==> src/rtl/lifo_pop_streamer.sv <==
// Drains up to len entries from an 8-bit LIFO and streams them most-recent-first
// on a valid/ready port; a 2-entry buffer absorbs the LIFO's one-cycle read latency.
module lifo_pop_streamer #(
   parameter int DATA_W = 8,
   parameter int LEN_W  = 4
) (
   input  logic              clk,
   input  logic              rst,
   input  logic              start,
   input  logic [LEN_W-1:0]  len,
   input  logic              lifo_empty,
   input  logic [DATA_W-1:0] lifo_rdata,
   output logic              lifo_re,
   output logic [DATA_W-1:0] m_data,
   output logic              m_valid,
   input  logic              m_ready,
   output logic              m_last,
   output logic              busy,
   output logic              done,
   output logic              short
);

   typedef enum logic [1:0] {IDLE, POP, FLUSH, DONE} state_t;

   state_t             state, state_nx;
   logic [LEN_W-1:0]   len_q;
   logic [LEN_W-1:0]   pop_cnt;
   logic [LEN_W-1:0]   pop_cnt_inc;
   logic               inflight;
   logic               inflight_last;
   logic               short_flag;
   logic [DATA_W-1:0]  buf_data [2];
   logic               buf_last [2];
   logic               wr_ptr;
   logic               rd_ptr;
   logic [1:0]         occ;
   logic [2:0]         pending;
   logic               xfer;

   assign m_valid     = (occ != 2'd0);
   assign m_data      = m_valid ? buf_data[rd_ptr] : '0;
   assign m_last      = m_valid & buf_last[rd_ptr];
   assign xfer        = m_valid & m_ready;
   assign pop_cnt_inc = pop_cnt + {{(LEN_W-1){1'b0}}, 1'b1};
   // Entries still owed to the consumer after this cycle's handshake; counting the
   // departing beat keeps one pop per cycle going under continuous ready.
   assign pending     = {1'b0, occ} + {2'b00, inflight} - {2'b00, xfer};

   assign busy  = (state != IDLE);
   assign done  = (state == DONE);
   assign short = (state == DONE) & short_flag;

   always_comb begin
      state_nx = state;
      lifo_re  = 1'b0;
      case (state)
         IDLE: begin
            if (start) state_nx = (len == '0) ? DONE : POP;
         end
         POP: begin
            if (pop_cnt == len_q)  state_nx = FLUSH;
            else if (lifo_empty)   state_nx = FLUSH;
            else                   lifo_re  = (pending < 3'd2);
         end
         FLUSH: begin
            if (pending == 3'd0) state_nx = DONE;
         end
         DONE:    state_nx = IDLE;
         default: state_nx = IDLE;
      endcase
   end

   always_ff @(posedge clk) begin
      if (!rst) begin
         state         <= IDLE;
         len_q         <= '0;
         pop_cnt       <= '0;
         short_flag    <= 1'b0;
         inflight      <= 1'b0;
         inflight_last <= 1'b0;
         wr_ptr        <= 1'b0;
         rd_ptr        <= 1'b0;
         occ           <= 2'd0;
      end else begin
         state <= state_nx;
         if (state == IDLE && start) begin
            len_q      <= len;
            pop_cnt    <= '0;
            short_flag <= 1'b0;
         end
         if (lifo_re) pop_cnt <= pop_cnt_inc;
         if (state == POP && pop_cnt != len_q && lifo_empty) short_flag <= 1'b1;
         inflight      <= lifo_re;
         inflight_last <= (pop_cnt_inc == len_q);
         if (inflight) wr_ptr <= ~wr_ptr;
         if (xfer)     rd_ptr <= ~rd_ptr;
         occ <= pending[1:0];
      end
   end

   // Buffer payload needs no reset: occupancy gates everything read from it.
   always_ff @(posedge clk) begin
      if (inflight) begin
         buf_data[wr_ptr] <= lifo_rdata;
         buf_last[wr_ptr] <= inflight_last;
      end
   end

endmodule

==> config.mk <==
export PLATFORM = sky130hd
export DESIGN_NAME = lifo_pop_streamer
export DESIGN_NICKNAME = d
export VERILOG_FILES = /design/src/rtl/lifo_pop_streamer.sv
export SDC_FILE = /design/constraint.sdc
export NUM_CORES = 1
export LEC_CHECK = 0
export CORE_ASPECT_RATIO = 1.4
export CORE_MARGIN = 2
export CORE_UTILIZATION = 60
export DETAILED_ROUTE_END_ITERATION = 7
export DONT_BUFFER_PORTS = 1
export HOLD_SLACK_MARGIN = 0.06
export PLACE_DENSITY_LB_ADDON = 0.08
export SYNTH_ARGS = -nofsm -noshare
export SYNTH_HDL_FRONTEND = slang
export SYNTH_SLANG_ARGS = --single-unit
export TNS_END_PERCENT = 20
==> constraint.sdc <==
create_clock -name clk -period 3.3 [get_ports clk]
set_input_delay 0.33 -clock clk [delete_from_list [all_inputs] [get_ports clk]]
set_output_delay 0.33 -clock clk [all_outputs]
set_load 0.01 [all_outputs]
## Word level (Yosys, flattened, before mapping)

Memory sizes are Yosys's and may differ from the RTL's. A register that Yosys moved wholly into a read port is not among the register bits.
Cells that the tools add are included.

| storage, ports and cells | value |
|---|---|
| flip-flop bits (word level) | 17 |
| bits in latches | 0 |
| bits in writable memories | 18 |
| ROM bits | 0 |
| output and inout bits | 14 |
| memories kept | 2 |

Memory list:

| name | depth | width | read ports | clocked after memory_dff | write ports | line | source |
|---|---|---|---|---|---|---|---|
| buf_data | 2 | 8 | 1 | 1 | 1 | 32 | `logic [DATA_W-1:0] buf_data [2];` |
| buf_last | 2 | 1 | 1 | 1 | 1 | 33 | `logic buf_last [2];` |

| cells by class | value |
|---|---|
| add/subtract/negate cells | 3 |
| multiply operators | 0 |
| divide/modulo/power cells | 0 |
| $lt $le $gt $ge | 1 |
| equal/unequal tests | 9 |
| shifts and indexed selects | 0 |
| muxes and demuxes | 20 |
| bitwise operators | 5 |
| reduce and logical (&&, ||, !) cells | 11 |

Operators by type and width:

| cell | number |
|---|---|
| 2-to-1 mux 1 bit | 11 |
| 2-to-1 mux 2 bit | 5 |
| == test 4 bit | 2 |
| 2-to-1 mux 4 bit | 2 |
| 2-to-1 mux 8 bit | 1 |
| case mux 2 bit (4 select lines) | 1 |
| nonzero test 2 bit | 4 |
| adder 4 x 1 -> 4 bit, second input constant | 1 |
| == test 2 bit, second input constant | 2 |
| zero test 4 bit | 1 |
| != test 2 bit, second input constant | 2 |
| != test 4 bit | 1 |
| adder 2 x 1 -> 3 bit | 1 |
| AND 1 bit | 3 |
| logical AND 1 bit | 3 |
| zero test 3 bit | 1 |
| less-than comparator 3 x 2 -> 1 bit, second input constant | 1 |
| != test 3 bit, second input constant | 1 |
| AND reduction 3 bit | 1 |
| subtractor 3 x 1 -> 3 bit | 1 |
| == test 2 x 1 -> 1 bit, second input constant | 1 |
| zero test 2 bit | 1 |
| NOT 1 bit | 2 |

## Longest topological paths before layout

Gate-level depths: netlist (run 1).

| depth | value |
|---|---|
| depth in word-level cells | 8 |
| gate-level depth with buffers | 11 |

## Worst setup path after synthesis (run 1)

Ideal clock, no wire load.

| path | value |
|---|---|
| kind | register to output |
| start | register occ[1] |
| end | output lifo_re |
| data arrival time | 1997 ps |
| required time | 2970 ps |
| path slack | 973 ps |
| stages on the path, launching flop included | 11 |
| path through | dfxtp_1 -> nor2_1 -> nor2b_1 -> ha_1 -> inv_1 -> ha_1 -> inv_1 -> fa_1 -> xnor2_1 -> nand3_1 -> nor2_1 |

| between the ends | value |
|---|---|
| word-level cells in the longest chain between the ends | 7 |
| elaborated cells on any way between the ends | 8 |

RTL lines:

| element | line | source |
|---|---|---|
| start: declaration | 36 | `logic [1:0] occ;` |
| start signal: assignment | 97 | `occ <= pending[1:0];` |
| nonzero test 2 bit | 40 | `assign m_valid = (occ != 2'd0);` |
| AND 1 bit | 43 | `assign xfer = m_valid & m_ready;` |
| net xfer | 38 | `logic xfer;` |
| subtractor 3 x 1 -> 3 bit | 47 | `assign pending = {1'b0, occ} + {2'b00, inflight} - {2'b00, xfer};` |
| less-than comparator 3 x 2 -> 1 bit | 63 | `else lifo_re = (pending < 3'd2);` |
| 2-to-1 mux 1 bit | 62 | `else if (lifo_empty) state_nx = FLUSH;` |
| 2-to-1 mux 1 bit | 61 | `if (pop_cnt == len_q) state_nx = FLUSH;` |
| 2-to-1 mux 1 bit | 56 | `case (state)` |
| end: declaration | 13 | `output logic lifo_re,` |

The timed path passes the listed nets, and every way through them passes these cells.

## Worst setup path in the final report (run 1)

Ends and elaborated chain as after synthesis.

==> run metrics, run 1 <==
RSZ-0062 raised after global routing no; CP Buf/Inv Count 2; Post-Route WL 2710 um; Synth area leaders edfxtp_1 (33%), dfxtp_1 (22%), mux2i_1 (6.6%), ha_1 (6.0%), xor2_1 (3.2%); initial antenna violation count 0; Mean Syn Cell Area 11.1 sq um; critical path class reg2out; final RePlAce weighted congestion 0.791; largest net degree at the start of global routing 15; critical path capture point type output pin; share of layout cells above drive strength 1 8.28%; Synth Instances 149; Tmin final 2.99 ns; die area 0.00321 sq mm; Detailed Place HPWL 2000 um; routed vias 1075; top post-synthesis cells by count dfxtp_1 (18), edfxtp_1 (18), nor2_1 (13); commonest register cell after synthesis edfxtp_1; leading area contributor after synthesis edfxtp_1; drc violations 0; Largest stage delay, worst path 0.45 ns; RR Endpoint pop_cnt[3]; number of global-route vias before repair 1085; Synth cell types 33; register area share after synthesis 54.3%; Critical Path Start Type flip-flop; first-pass GRT wire length 4660 um; row cnt 22; Pwr Density 753 mW/mm^2; core area 0.00262 sq mm; setup_tns 0 ns; total power 1360 uW; P_leak 0.000682 uW; fin util 69.3%; area grow syn2layout 9.28%; Reg2Reg Setup Slack 0.66 ns; total track usage 19.7%; FFs w/ async S/R, synth 0%; Hold Crit Start lifo_rdata[7]; number of enable flip-flop cells after synthesis 18; worst-case reg-to-reg path depth 11; Synthesized Nets 175; worst IR drop on VDD 0.484 mV; CTS clk-pin slew, worst paths 0.10 ns; WHS Path Cells 0; Min-Delay Path Class in2reg; CTS root buf clkbuf_4; fin crit share 90.5%; n_diodes 0; RR Startpoint occ[1]; worst path arrival time 2.66 ns; hold endpoint buf_data[1][7]; Starting Density 63.4%; synthesized cell area 0.00166 sq mm; CP top delay family simple AND/OR/NAND/NOR gates; clock skew 0.0136 ns; Skew-Pair Late Insertion Delay 0.34 ns; placed cell count 181; vias per cell 5.57; dpl cell area 0.00169 sq mm; Die Y 66.2 um; CP Data Required Time 2.97 ns; post-synth top area share 32.6%; fin cells 193; critical path cell sequence nor2_4 > nor2b_1 > ha_1 > inv_1 > ha_1 > inv_1 > fa_1 > xnor2_1 > nand3_1 > nor2_1; port bufs 0; CP max-delay cell dfxtp_1; max-slew violation count 0; outcome finished, final reports clean; fin area 0.00181 sq mm; CP max FO 11; Fillers 197; Final nets 182; Synth Register Bits 36; Congestion Overflow GR 0; clock sinks 36; Final Hold Viols 0; Routed Antenna Nets 0; worst-case clock buffer depth 2; CTS tree yes; WL/cell 14.0 um; IO Count 31; Rel. slew slack 49.5%; max cap viols 0; H-Tree Depth 2; final setup violation count 0; YS warnings 0; Post-CTS Setup Bufs 0; Worst Tran Pin Value 0.756 ns; Die Wd 48.4 um; fmax 335 MHz; initial detailed-routing violation count 28; Num CTS Buffers 5; DRT Pass-1 Iters 4
## cell type report
| cell class | count | area (sq um) | area share [%] |
|---|---|---|---|
| flip-flops and latches | 36 | 901 | 49.7 |
| clock inverters | 3 | 42.5 | 2.35 |
| clock buffers | 5 | 37.5 | 2.07 |
| repair buffers | 5 | 47.5 | 2.62 |
| well taps | 36 | 45.0 | 2.48 |
| multi-input cells | 97 | 698 | 38.5 |
| inverters | 11 | 41.3 | 2.28 |
## metrics by stage
step | hold WS, ns | setup slack (ns)
2_1_floorplan | 0.404 | 0.973
3_3_place_gp | 0.418 | 0.403
3_5_place_dp | 0.429 | 0.318
4_1_cts | 0.0678 | 0.141
5_1_grt | 0.0677 | 0.133
6_report | 0.0923 | 0.315
## metal layers
layer  vias up  GRT usage, %  routed length (um)
met4         0          10.4                  58
met5         -             0                   0
met3         7          6.33                 147
met2        34          38.5                1520
li1        531             -                   -
met1       503          17.9                 984
## how the worst max path moves through the flow
stage                     startpoint  endpoint  slack (ns)  cells after the start
after floorplan               occ[1]   lifo_re        0.97                     10
after global placement        occ[1]   lifo_re        0.40                     10
after detailed placement      occ[1]   lifo_re        0.32                     10
after CTS                     occ[1]   lifo_re        0.14                     10
after global routing          occ[1]   lifo_re        0.13                     10
final                         occ[1]   lifo_re        0.31                     10
## report_power, final
group	switching, uW	leakage (uW)	internal [uW]
combinational	281	0.000332	190
sequential	64.4	0.000309	527
clock	144	0.0000412	158
## sequential cells by signal, summed over array words and instances (netlist names), named ones only
register       count
rd_ptr             1
len_q              4
wr_ptr             1
pop_cnt            4
state              2
buf_data          16
inflight_last      1
inflight           1
short_flag         1
buf_last           2
occ                2
## worst register-to-register path, stage by stage (launching register included)
cell	delay [ns]
dfxtp_1	0.45
nor2_4	0.10
nor2b_1	0.20
ha_1	0.26
inv_1	0.05
ha_1	0.13
inv_1	0.05
fa_1	0.37
xnor2_1	0.19
nand3_1	0.25
o21ai_0	0.34
o21ai_0	0.14
## what timing repair did
action,CTS,global route
hold endpoints to repair,0,8
setup endpoints to repair,1,1
gates resized for setup,1,1
hold buffers,0,4
## cell usage in the layout (no fill, tap or decap), types with 5 or more instances in the layout
cell type  Yosys  layout
dfxtp_1       18      18
xor2_1         6       6
mux2i_1       11      11
nand2_1       11      11
ha_1           8       8
and2_1         7       7
nand3_1        8       8
nor2_1        13      12
clkbuf_4       0       5
edfxtp_1      18      18
inv_1         11      11
## cell families (layout without fill, tap and decap cells)
family / count (synthesis) / after routing / share of synthesized area (%)
adder cells (fa/ha/maj): 9 / 9 / 7.24
AO/OA/AOI/OAI: 18 / 18 / 8.00
buffers and inverters: 16 / 24 / 4.07
AND/OR/NAND/NOR: 48 / 48 / 13.8
multiplexers: 12 / 12 / 7.32
flip-flops: 36 / 36 / 54.3
XOR/XNOR: 10 / 10 / 5.28
Power figures use the tool's default switching activity.
==> run 2, diff against run 1 <==
--- a/config.mk
+++ b/config.mk
@@ -7,7 +7,7 @@
 export LEC_CHECK = 0
 export CORE_ASPECT_RATIO = 1.4
 export CORE_MARGIN = 2
-export CORE_UTILIZATION = 60
+export CORE_UTILIZATION = 53
 export DETAILED_ROUTE_END_ITERATION = 7
 export DONT_BUFFER_PORTS = 1
 export HOLD_SLACK_MARGIN = 0.06
==> run metrics, run 2 (synthesized netlist as in run 1, its figures left out) <==
outcome finished, final reports clean; Routed Antenna Nets 0; uppermost layer routed met4; CP max-delay cell dfxtp_1; Rel. slew slack 43.1%; Routed met1 length 891 um; WL/cell 13.3 um; Pwr Density 755 mW/mm^2; final setup violation count 0; fin area 0.00177 sq mm; Largest stage delay, worst path 0.37 ns; number of global-route vias before repair 1087; CP top delay family simple AND/OR/NAND/NOR gates; Skew-Pair Late Insertion Delay 0.28 ns; Detailed Place HPWL 2000 um; most flop-heavy register buf_data; Fillers 287; CP Data Required Time 2.97 ns; P_leak 0.000660 uW; max cap viols 0; RSZ-0062 raised after global routing no; worst-case clock buffer depth 2; share of layout cells above drive strength 1 5.92%; commonest cells after routing, fill and taps aside dfxtp_1 (18), edfxtp_1 (18), nor2_1 (12); Worst Tran Pin Value 0.845 ns; Largest regs buf_data: 16 flops, len_q: 4 flops, pop_cnt: 4 flops; worst path arrival time 2.61 ns; DRT Pass-1 Iters 4; setup_tns 0 ns; Final nets 177; clock skew 0.00665 ns; Die Wd 51.3 um; Num CTS Buffers 5; critical path cell sequence nor2_4 > nor2b_1 > ha_1 > inv_1 > ha_1 > inv_1 > fa_1 > xnor2_1 > nand3_1 > nor2_1; max reg flops 16; total track usage 16.7%; dpl cell area 0.00168 sq mm; fin crit share 89.2%; CTS clk-pin slew, worst paths 0.06 ns; IO Count 31; combinational power share 34.9%; multi-input logic area 698 sq um; Die Y 70.2 um; Congestion Overflow GR 0; port bufs 0; Critical Path Start Type flip-flop; CTS root buf clkbuf_8; CTS tree yes; hold_buf cts 0; initial antenna violation count 0; H-Tree Depth 2; drc violations 0; first-pass GRT wire length 4420 um; Final Hold Viols 0; setup ws final 0.355 ns; critical path capture point type output pin; max-slew violation count 0; largest net degree at the start of global routing 15; Clk pwr share 20.9%; die area 0.00360 sq mm; row cnt 24; Storage cell area 901 sq um; Seq pwr share 44.2%; WL met2 1410 um; fmax 340 MHz; Starting Density 54.2%; routed vias 1028; core area 0.00306 sq mm; sw frac 36.0%; critical path class reg2out; worst IR drop on VDD 0.426 mV; Tmin final 2.94 ns; clock sinks 36; initial detailed-routing violation count 26; n_diodes 0; area grow syn2layout 6.64%; Power Internal 856 uW; NetSw 481 uW; Place WS 0.236 ns; DR WL met3 176 um; CP Buf/Inv Count 2; CP max FO 11; vias per cell 5.38; Post-Route WL 2540 um; final RePlAce weighted congestion 0.841; Min-Delay Path Class in2reg
## run 2: layout make-up
| cell class | instances | area share [%] |
|---|---|---|
| Inverter | 11 | 2.33 |
| Multi-Input combinational cell | 97 | 39.5 |
| Tap cell | 39 | 2.76 |
| Clock buffer | 6 | 4.10 |
| Clock inverter | 2 | 0.424 |
| Sequential cell | 36 | 50.9 |
## run 2: layer usage
| layer | GRT usage, % | up-vias |
|---|---|---|
| met3 | 6.20 | 6 |
| met2 | 30.6 | 31 |
| met4 | 8.19 | 0 |
| met1 | 15.5 | 473 |
| li1 | - | 518 |
| met5 | 0 | - |
## run 2: path summary, 6_finish.rpt
kind | cells after the start | endpoint | slack, ns | startpoint
setup / recovery | 10 | lifo_re | 0.36 | occ[1]
hold / removal | 0 | buf_data[0][0] | 0.14 | lifo_rdata[0]
setup reg to reg | 11 | pop_cnt[2] | 0.62 | occ[1]
hold reg to reg | 0 | buf_last[0] | 0.42 | inflight_last
## run 2: worst register-to-register path, stage by stage (launching register included)
cell and delay (ns):
dfxtp_1 0.37, nor2_4 0.24, nor2b_1 0.11, ha_1 0.29, inv_1 0.06, ha_1 0.13, inv_1 0.04, fa_1 0.37
xnor2_1 0.18, nand3_1 0.27, a2111oi_0 0.38, o21bai_1 0.17
## run 2: stage by stage
step	std cells	total power, uW	util, %	hold slack (ns)
after floorplan	149	984	-	0.404
after global placement	183	1050	54.9	0.407
after detailed placement	183	1060	54.9	0.414
after CTS	191	1350	57.6	0.134
after global routing	191	1440	57.8	0.124
final	191	1340	57.8	0.140
## run 2: power groups by stage
stage               clock network, uW  registers [uW]  logic [uW]
floorplan                           0             567         417
global placement                    0             593         453
detailed placement                  0             596         469
CTS                               291             588         473
global route                      312             600         530
finish                            279             591         466
## run 2: repair_timing
item,4_1_cts,5_1_grt
resized for setup,1,1
endpoints found under the setup margin,1,1
setup buffers,0,0
